===== config.mk =====
export PLATFORM = sky130hd
export DESIGN_NAME = grf_scoreboard
export DESIGN_NICKNAME = d
export VERILOG_FILES = /design/src/rtl/grf_pkg.sv /design/src/rtl/grf_pend.sv /design/src/rtl/grf_scoreboard.sv
export SDC_FILE = /design/constraint.sdc
export NUM_CORES = 2
export LEC_CHECK = 0
export BUFFER_PORTS_ARGS = -buffer_cell sky130_fd_sc_hd__clkbuf_2
export CAP_MARGIN = 15
export CORE_MARGIN = 10
export CORE_UTILIZATION = 55
export CTS_CLUSTER_SIZE = 12
export DETAILED_ROUTE_END_ITERATION = 12
export PLACE_DENSITY = 0.71
export SYNTH_ARGS = -nofsm -noshare
export SYNTH_HDL_FRONTEND = slang
export SYNTH_HIERARCHICAL = 1
export SYNTH_SLANG_ARGS = --single-unit

===== constraint.sdc =====
create_clock -name clk -period 9.3 [get_ports clk]
set_input_delay 1.86 -clock clk [delete_from_list [all_inputs] [get_ports clk]]
set_output_delay 1.86 -clock clk [all_outputs]
set_load 0.005 [all_outputs]

===== src/rtl/grf_pkg.sv =====
`timescale 1ns/1ps
`default_nettype none
// +--------------------------------------------------------------------------+
// | Module : grf_pkg                                                         |
// | Brief  : Shared widths and index/word types for the GRF scoreboard       |
// | Rev    : 1.0  initial release                                            |
// +--------------------------------------------------------------------------+
package grf_pkg;
  localparam int DATA_W = 32;
  localparam int ADDR_W = 5;

  typedef logic [ADDR_W-1:0] reg_idx_t;
  typedef logic [DATA_W-1:0] word_t;

  localparam reg_idx_t ZERO_REG = '0;
endpackage : grf_pkg
`default_nettype wire


===== src/rtl/grf_pend.sv =====
`timescale 1ns/1ps
`default_nettype none
// +--------------------------------------------------------------------------+
// | Module : grf_pend                                                        |
// | Brief  : Per-register pending bits plus registered popcount              |
// | Rev    : 1.0  initial release                                            |
// +--------------------------------------------------------------------------+
module grf_pend #(
  parameter int ADDR_W = grf_pkg::ADDR_W
) (
  input  logic                   clk,
  input  logic                   reset,
  input  logic                   iss_en,
  input  logic [ADDR_W-1:0]      iss_a,
  input  logic                   we,
  input  logic [ADDR_W-1:0]      wa,
  output logic [2**ADDR_W-1:0]   pend,
  output logic [ADDR_W:0]        pend_cnt
);
  import grf_pkg::*;

  localparam int c_DEPTH = 2**ADDR_W;

  logic [c_DEPTH-1:0] r_pend;
  logic [c_DEPTH-1:0] w_pend_nxt;
  logic [ADDR_W:0]    r_cnt;
  logic [ADDR_W:0]    w_cnt_nxt;

  // Issue is applied after writeback so a same-index collision leaves the bit set.
  always_comb begin
    w_pend_nxt = r_pend;
    if (we && (wa != ADDR_W'(ZERO_REG)))
      w_pend_nxt[wa] = 1'b0;
    if (iss_en && (iss_a != ADDR_W'(ZERO_REG)))
      w_pend_nxt[iss_a] = 1'b1;
    w_pend_nxt[0] = 1'b0;
  end

  always_comb begin
    w_cnt_nxt = '0;
    for (int i = 1; i < c_DEPTH; i++)
      w_cnt_nxt = w_cnt_nxt + {{ADDR_W{1'b0}}, w_pend_nxt[i]};
  end

  always_ff @(posedge clk or negedge reset) begin
    if (!reset) begin
      r_pend <= '0;
      r_cnt  <= '0;
    end else begin
      r_pend <= w_pend_nxt;
      r_cnt  <= w_cnt_nxt;
    end
  end

  assign pend     = r_pend;
  assign pend_cnt = r_cnt;
endmodule : grf_pend
`default_nettype wire


===== src/rtl/grf_scoreboard.sv =====
`timescale 1ns/1ps
`default_nettype none
// +--------------------------------------------------------------------------+
// | Module : grf_scoreboard                                                  |
// | Brief  : 32x32 register file with pending scoreboard and ready flags.    |
// |          Define GRF_BYPASS_EN for same-cycle writeback forwarding.       |
// | Rev    : 1.0  initial release                                            |
// +--------------------------------------------------------------------------+
module grf_scoreboard #(
  parameter int DATA_W = grf_pkg::DATA_W,
  parameter int ADDR_W = grf_pkg::ADDR_W
) (
  input  logic              clk,
  input  logic              reset,
  input  logic [ADDR_W-1:0] ra1,
  input  logic [ADDR_W-1:0] ra2,
  output logic [DATA_W-1:0] rd1,
  output logic [DATA_W-1:0] rd2,
  output logic              rdy1,
  output logic              rdy2,
  input  logic              iss_en,
  input  logic [ADDR_W-1:0] iss_a,
  input  logic              we,
  input  logic [ADDR_W-1:0] wa,
  input  logic [DATA_W-1:0] wd,
  output logic [ADDR_W:0]   pend_cnt
);
  import grf_pkg::*;

  localparam int c_DEPTH = 2**ADDR_W;

  logic [DATA_W-1:0]  r_mem [c_DEPTH];
  logic [c_DEPTH-1:0] w_pend;
  logic               w_zero1;
  logic               w_zero2;
  logic               w_hit1;
  logic               w_hit2;

  grf_pend #(.ADDR_W(ADDR_W)) u_pend (
    .clk      (clk),
    .reset    (reset),
    .iss_en   (iss_en),
    .iss_a    (iss_a),
    .we       (we),
    .wa       (wa),
    .pend     (w_pend),
    .pend_cnt (pend_cnt)
  );

  always_ff @(posedge clk or negedge reset) begin
    if (!reset) begin
      for (int i = 0; i < c_DEPTH; i++)
        r_mem[i] <= '0;
    end else if (we && (wa != ADDR_W'(ZERO_REG))) begin
      r_mem[wa] <= wd;
    end
  end

  assign w_zero1 = (ra1 == ADDR_W'(ZERO_REG));
  assign w_zero2 = (ra2 == ADDR_W'(ZERO_REG));

`ifdef GRF_BYPASS_EN
  assign w_hit1 = we && (wa == ra1) && !w_zero1;
  assign w_hit2 = we && (wa == ra2) && !w_zero2;
`else
  assign w_hit1 = 1'b0;
  assign w_hit2 = 1'b0;
`endif

  // Index 0 is forced to zero on read rather than relying on its storage.
  assign rd1  = w_zero1 ? '0 : (w_hit1 ? wd : r_mem[ra1]);
  assign rd2  = w_zero2 ? '0 : (w_hit2 ? wd : r_mem[ra2]);
  assign rdy1 = w_zero1 | ~w_pend[ra1] | w_hit1;
  assign rdy2 = w_zero2 | ~w_pend[ra2] | w_hit2;
endmodule : grf_scoreboard
`default_nettype wire


* After elaboration in Yosys (flattened, before gate mapping) *
Index checks and enable logic that the tools add are counted.

operators by class
  add/sub/neg operators = 30
  multiply operators = 0
  div/mod/pow operators = 0
  order comparisons = 10
  eq/ne operators = 0
  shift-type cells = 0
  multiplexer cells = 21
  bitwise logic cells = 10
  reductions and logical operators = 9

operators by type and width
  cell                                                        number
  bitwise mux 1024 bit                                        1
  binary-select mux 32 bit (select 5 bit)                     2
  2-to-1 mux 32 bit                                           9
  adder 6 x 1 -> 6 bit                                        29
  demux 32 bit (select 5 bit)                                 1
  bitwise AND 32 bit                                          1
  inverter 32 bit                                             1
  bitwise OR 32 bit                                           1
  less-than comparator 5 x 6 -> 1 bit, second input constant  4
  >= comparator 6 bit, second input constant                  3
  inverter 5 -> 6 bit                                         3
  binary-select mux 1 bit (select 5 bit)                      2
  demux 1 bit (select 5 bit)                                  2
  >= comparator 5 x 1 -> 1 bit, second input constant         2
  logical NOT 5 bit                                           2
  nonzero test 5 bit                                          2
  less-than comparator 6 x 1 -> 1 bit, second input constant  1
  logical AND 1 bit                                           5
  2-to-1 mux 1 bit                                            4
  adder 1 x 1 -> 2 bit                                        1
  inverter 1 bit                                              2
  bitwise OR 1 bit                                            2

storage, ports and cells
  register bits after elaboration = 1,061
  bits in latches = 0
  memory bits (writable) = 0
  memory bits (read-only) = 0
  bits of input ports = 56
  output and inout bits = 72
  word-level logic and storage cells = 114
  memories kept = 0

* Longest topological paths before layout *
  word-level depth = 39
  mapped depth = 18
  depth with buffers taken out = 18

* Modules after synthesis *
Netlist, hierarchy kept.

by module, submodules not included
  module          times used  cells each  area each (sq um)  sequential area each (sq um)
  grf_scoreboard  1           3,694       55,080.3           25,624.6
  grf_pend        1           216         2,304.7            925.9

* Worst setup path before layout *
OpenSTA, ideal clock, no wires.

  path type = input-to-reg
  start = input iss_a[1]
  end = register u_pend.r_cnt[4], in the netlist u_pend/pend_cnt[4]
  setup time = 0.080 ns
  arrival = 6.789 ns
  data required time = 9.220 ns
  setup slack = 2.431 ns
  stages = 17
  path buffers = 1
  cells stage by stage = or2_1 -> clkbuf_1 -> o21a_1 -> fa_1 -> inv_1 -> fa_1 -> inv_1 -> fa_1 -> inv_1 -> fa_1 -> fa_1 -> fa_1 -> fa_1 -> fa_1 -> a21o_1 -> a21oi_1 -> xnor2_1

on the way
  word-level cells in the longest chain between the ends = 36
  elaborated cells on any way between the ends = 39
  those cells by class = add/sub (30); order compare (2); mux (3); bitwise (1); reduce/logical (3)

ends and longest elaborated chain
  what                                                                                                              RTL line              RTL
  from (decl)                                                                                                       grf_scoreboard.sv:22  input logic [ADDR_W-1:0] iss_a,
  less-than comparator 5 x 6 -> 1 bit (not written as such) / >= comparator 5 x 1 -> 1 bit (equally long branches)  grf_pend.sv:35        w_pend_nxt[iss_a] = 1'b1;
  logical AND 1 bit (not written as such)                                                                           grf_pend.sv:35
  2-to-1 mux 1 bit (not written as such)                                                                            grf_pend.sv:35
  demux 1 bit (select 5 bit)                                                                                        -
  bitwise OR 32 bit (no source line)                                                                                -
  2-to-1 mux 32 bit (*)                                                                                             grf_pend.sv:34        if (iss_en && (iss_a != ADDR_W'(ZERO_REG)))
  adder 1 x 1 -> 2 bit                                                                                              grf_pend.sv:42        w_cnt_nxt = w_cnt_nxt + {{ADDR_W{1'b0}}, w_pend_nxt[i]};
  adder 6 x 1 -> 6 bit (28 in a row)                                                                                grf_pend.sv:42
  adder 6 x 1 -> 6 bit (*)                                                                                          grf_pend.sv:42
  named net u_pend.w_cnt_nxt[4]                                                                                     grf_pend.sv:27        logic [ADDR_W:0] w_cnt_nxt;
  to (signal assigned)                                                                                              grf_pend.sv:51        r_cnt <= w_cnt_nxt;
  to (decl)                                                                                                         grf_pend.sv:26        logic [ADDR_W:0] r_cnt;

The timed path passes the listed nets; every way through them passes the cells marked *.
A chain may end at the register's enable or synchronous reset.

* Worst setup path in the final report *
  start = input ra1[2]
  end = output rd1[9]

on the way
  word-level cells in the longest chain between the ends = 5
  elaborated cells on any way between the ends = 6
  those cells by class = mux (4); bitwise (1); reduce/logical (1)

ends and longest elaborated chain
  what                                                  RTL line              RTL
  from (decl)                                           grf_scoreboard.sv:15  input logic [ADDR_W-1:0] ra1,
  inverter 5 -> 6 bit (not written as such)             grf_scoreboard.sv:71  assign rd1 = w_zero1 ? '0 : (w_hit1 ? wd : r_mem[ra1]);
  binary-select mux 32 bit (select 5 bit)               grf_scoreboard.sv:71
  2-to-1 mux 32 bit (not written as such) (2 in a row)  grf_scoreboard.sv:71
  2-to-1 mux 32 bit (*)                                 grf_scoreboard.sv:71
  to (decl)                                             grf_scoreboard.sv:17  output logic [DATA_W-1:0] rd1,

Every way passes the cells marked *; elsewhere a longest branch is shown, timed or not. The select of a mux whose other input is x is not followed.

==> flow_metrics.py <==
metrics = {
    "floorplanning": {
        "core_um2": 103000,
        "start_util_pct": 55.4,
        "die_w_um": 343,
        "die_h_um": 343,
        "rows": 118,
        "pin_count": 128,
        "die_area_um2": 118000,
    },
    "synth": {
        "synthFlopType": "dfrtp_1",
        "ys_seq_area_share_pct": 46.3,
        "yosysUniqueCellTypes": 59,
        "ys_warn_count": 6,
        "netlist_area_um2": 57400,
        "netlist_instances": 3910,
        "synth_edf_count": 0,
        "syn_area_per_cell_um2": 14.7,
        "synth-seq-cells": 1061,
        "synth_fp_nets": 3996,
        "async_flop_share_pct": 100,
    },
    "sta": {
        "report.final.slew_viol_count": 0,
        "period_share_pct": 75.1,
        "min_period_ns": 6.98,
        "worst_pin_slew_ns": 1.18,
        "timing.final.ws_setup_ns": 2.32,
        "skew_ns": 0.0221,
        "rsz0062_at_grt": "false",
        "finalSetupTns_ns": 0,
        "max_freq_ghz": 0.143,
        "slew-limit-headroom_pct": 20.4,
        "timing_hold_violations_final": 0,
        "setup_viol_count_final": 0,
    },
    "global_routing": {
        "antenna_found_initial": 9,
        "grt_max_degree": 179,
        "grt_pass1_vias": 38643,
        "grt_pass1_wl_um": 264000,
        "overflow": 0,
        "grt_usage_pct": 30.3,
    },
    "worst_setup_path": {
        "crit_path_end_kind": "primary output",
        "reg2reg_depth": 14,
        "crit_fanout": 66,
        "regToRegEndpoint": "u_pend/pend_cnt[4]$_DFF_PN0_",
        "reg2reg_from": "u_pend/pend[4]$_DFF_PN0_",
        "rrSetupSlack_ns": 4.17,
        "crit_arrival_ns": 5.12,
        "start_kind": "input port",
        "critPathKind": "in2out",
        "required_ns": 7.44,
    },
    "routing": {
        "drt.antenna.violating_nets": 0,
        "avgRoutedWirePerCell_um": 33.9,
        "drt-initial-drc-count": 4231,
        "first_pass_iters": 7,
        "num_vias": 37589,
        "wl_um": 179000,
        "drc": 0,
        "vias_per_cell": 7.11,
    },
    "clocking": {
        "postCtsResizedCells": 0,
        "htreeDepth": 3,
        "cts_tree": "done",
        "cts_root_buf": "clkbuf_16",
        "cts_hold_buf": 0,
        "clkLatencyLatePin_ns": 0.70,
        "post_cts_buffers": 0,
        "clock_sinks": 1061,
        "clk_pin_slew_ns": 0.06,
        "clockBufferDepth": 3,
        "cts_inserted_buffers": 114,
    },
    "power": {
        "cellPowerDensity_nw_per_um2": 238,
        "total_power_mw": 14.9,
        "leakagePower_nw": 27.3,
        "vdd_drop_max_mv": 1.08,
    },
    "place": {
        "place_ws_ns": 1.94,
        "placed_cell_area_um2": 58800,
        "gp_congestion": 0.883,
        "place.port_buffers": 127,
        "dp_hpwl_um": 98900,
    },
    "min_path": {
        "min_path_cells": 0,
        "whs_endpoint": "r_mem[1019]$_DFFE_PN0P_",
        "hp-start": "r_mem[1019]$_DFFE_PN0P_",
        "hold_path_class": "reg2reg",
    },
    "status": {
        "outcome": "completed",
    },
    "finish": {
        "drive_gt1_share_pct": 48.4,
        "final_area_um2": 62600,
        "fin_nets": 3893,
        "areaGrowthSynthToFinish_pct": 9.06,
    },
    "run": {
        "maxCapViolations": 0,
    },
}
## flip-flops by register name, indices dropped and copies added, names as in the netlist
| name | count |
|---|---|
| r_mem | 1024 |
| u_pend/pend | 31 |
| u_pend/pend_cnt | 6 |
## placed cells by master (no fill, tap or decap), types with 32 or more instances in the layout
| master | count |
|---|---|
| dfrtp_1 | 1061 |
| mux2_2 | 1032 |
| mux4_2 | 403 |
| mux2i_1 | 259 |
| clkbuf_2 | 119 |
| clkbuf_16 | 118 |
| o22ai_1 | 73 |
| buf_4 | 72 |
| a22oi_1 | 68 |
| a22o_1 | 54 |
| nor3_1 | 53 |
| nor2b_1 | 41 |
| a2111oi_0 | 32 |
## power breakdown
group / total, mW / leakage, nW / switching [mW] / internal, mW
Sequential: 6.25 / 13.6 / 0.694 / 5.55
Combinational: 4.05 / 11.9 / 1.83 / 2.21
Clock: 4.59 / 1.87 / 1.90 / 2.69
Total: 14.9 / 27.3 / 4.43 / 10.5
## worst max path at each step
| stage | start | end | slack (ns) |
|---|---|---|---|
| 2_1_floorplan | iss_a[1] | u_pend/pend_cnt[4]$_DFF_PN0_ | 2.43 |
| 3_3_place_gp | wa[3] | u_pend/pend_cnt[4]$_DFF_PN0_ | 2.00 |
| 4_1_cts | ra1[2] | rd1[9] | 2.43 |
| 6_report | ra1[2] | rd1[9] | 2.32 |
| 5_1_grt | ra1[2] | rd1[15] | 2.40 |
| 3_5_place_dp | wa[2] | u_pend/pend_cnt[4]$_DFF_PN0_ | 1.94 |
## routing by layer
| layer | GRT usage (%) | wire (µm) | up-vias |
|---|---|---|---|
| met2 | 47.4 | 83200 | 1864 |
| met5 | 0 | 64 | - |
| met3 | 7.12 | 16000 | 470 |
| met1 | 40.5 | 71800 | 20314 |
| li1 | - | - | 14931 |
| met4 | 12.8 | 7970 | 10 |
## cell usage after synthesis (31+ instances only)
library cell	instances	area, µm²
clkbuf_1	222	833
mux4_2	403	9080
dfrtp_1	1061	26600
nor2b_1	45	282
buf_1	66	248
a2111oi_0	32	280
buf_2	90	450
mux2i_1	259	2590
a22oi_1	68	510
a22o_1	54	473
a21oi_1	31	155
o22ai_1	73	457
nor3_1	53	265
mux2_2	1032	11600
## logic make-up after synthesis
| group | Yosys count | share of synthesized area [%] |
|---|---|---|
| XOR/XNOR | 3 | 0.0458 |
| AND/OR/NAND/NOR | 225 | 2.18 |
| other | 1 | 0.00653 |
| multiplexers | 1710 | 41.3 |
| flip-flops | 1061 | 46.3 |
| adder cells (fa/ha/maj) | 30 | 0.955 |
| buffers and inverters | 460 | 3.93 |
| AO/OA/AOI/OAI | 420 | 5.30 |
## through the flow
| step | util [%] | instances | hold slack, ns |
|---|---|---|---|
| 2_1_floorplan | - | 3910 | 0.438 |
| 3_3_place_gp | 56.8 | 5070 | 0.381 |
| 3_5_place_dp | 56.8 | 5071 | 0.384 |
| 4_1_cts | 60.5 | 5281 | 0.398 |
| 5_1_grt | 60.5 | 5283 | 0.413 |
| 6_report | 60.5 | 5285 | 0.395 |
## cell type report
cell class / count / area, µm²
Fill cell: 7843 / 40900
Multi-Input combinational cell: 2389 / 28800
Sequential cell: 1061 / 26600
Clock buffer: 176 / 3440
Tap cell: 1380 / 1730
Timing Repair Buffer: 216 / 1570
Clock inverter: 34 / 343
Inverter: 25 / 93.8
Antenna cell: 4 / 10.0
## critical path: stages
cell	delay, ns
clkbuf_8	0.54
nor2b_4	0.70
buf_4	0.55
a2111oi_1	0.16
nor3_1	0.92
clkbuf_2	0.26
Note: power is estimated with default switching activity, not from simulation.
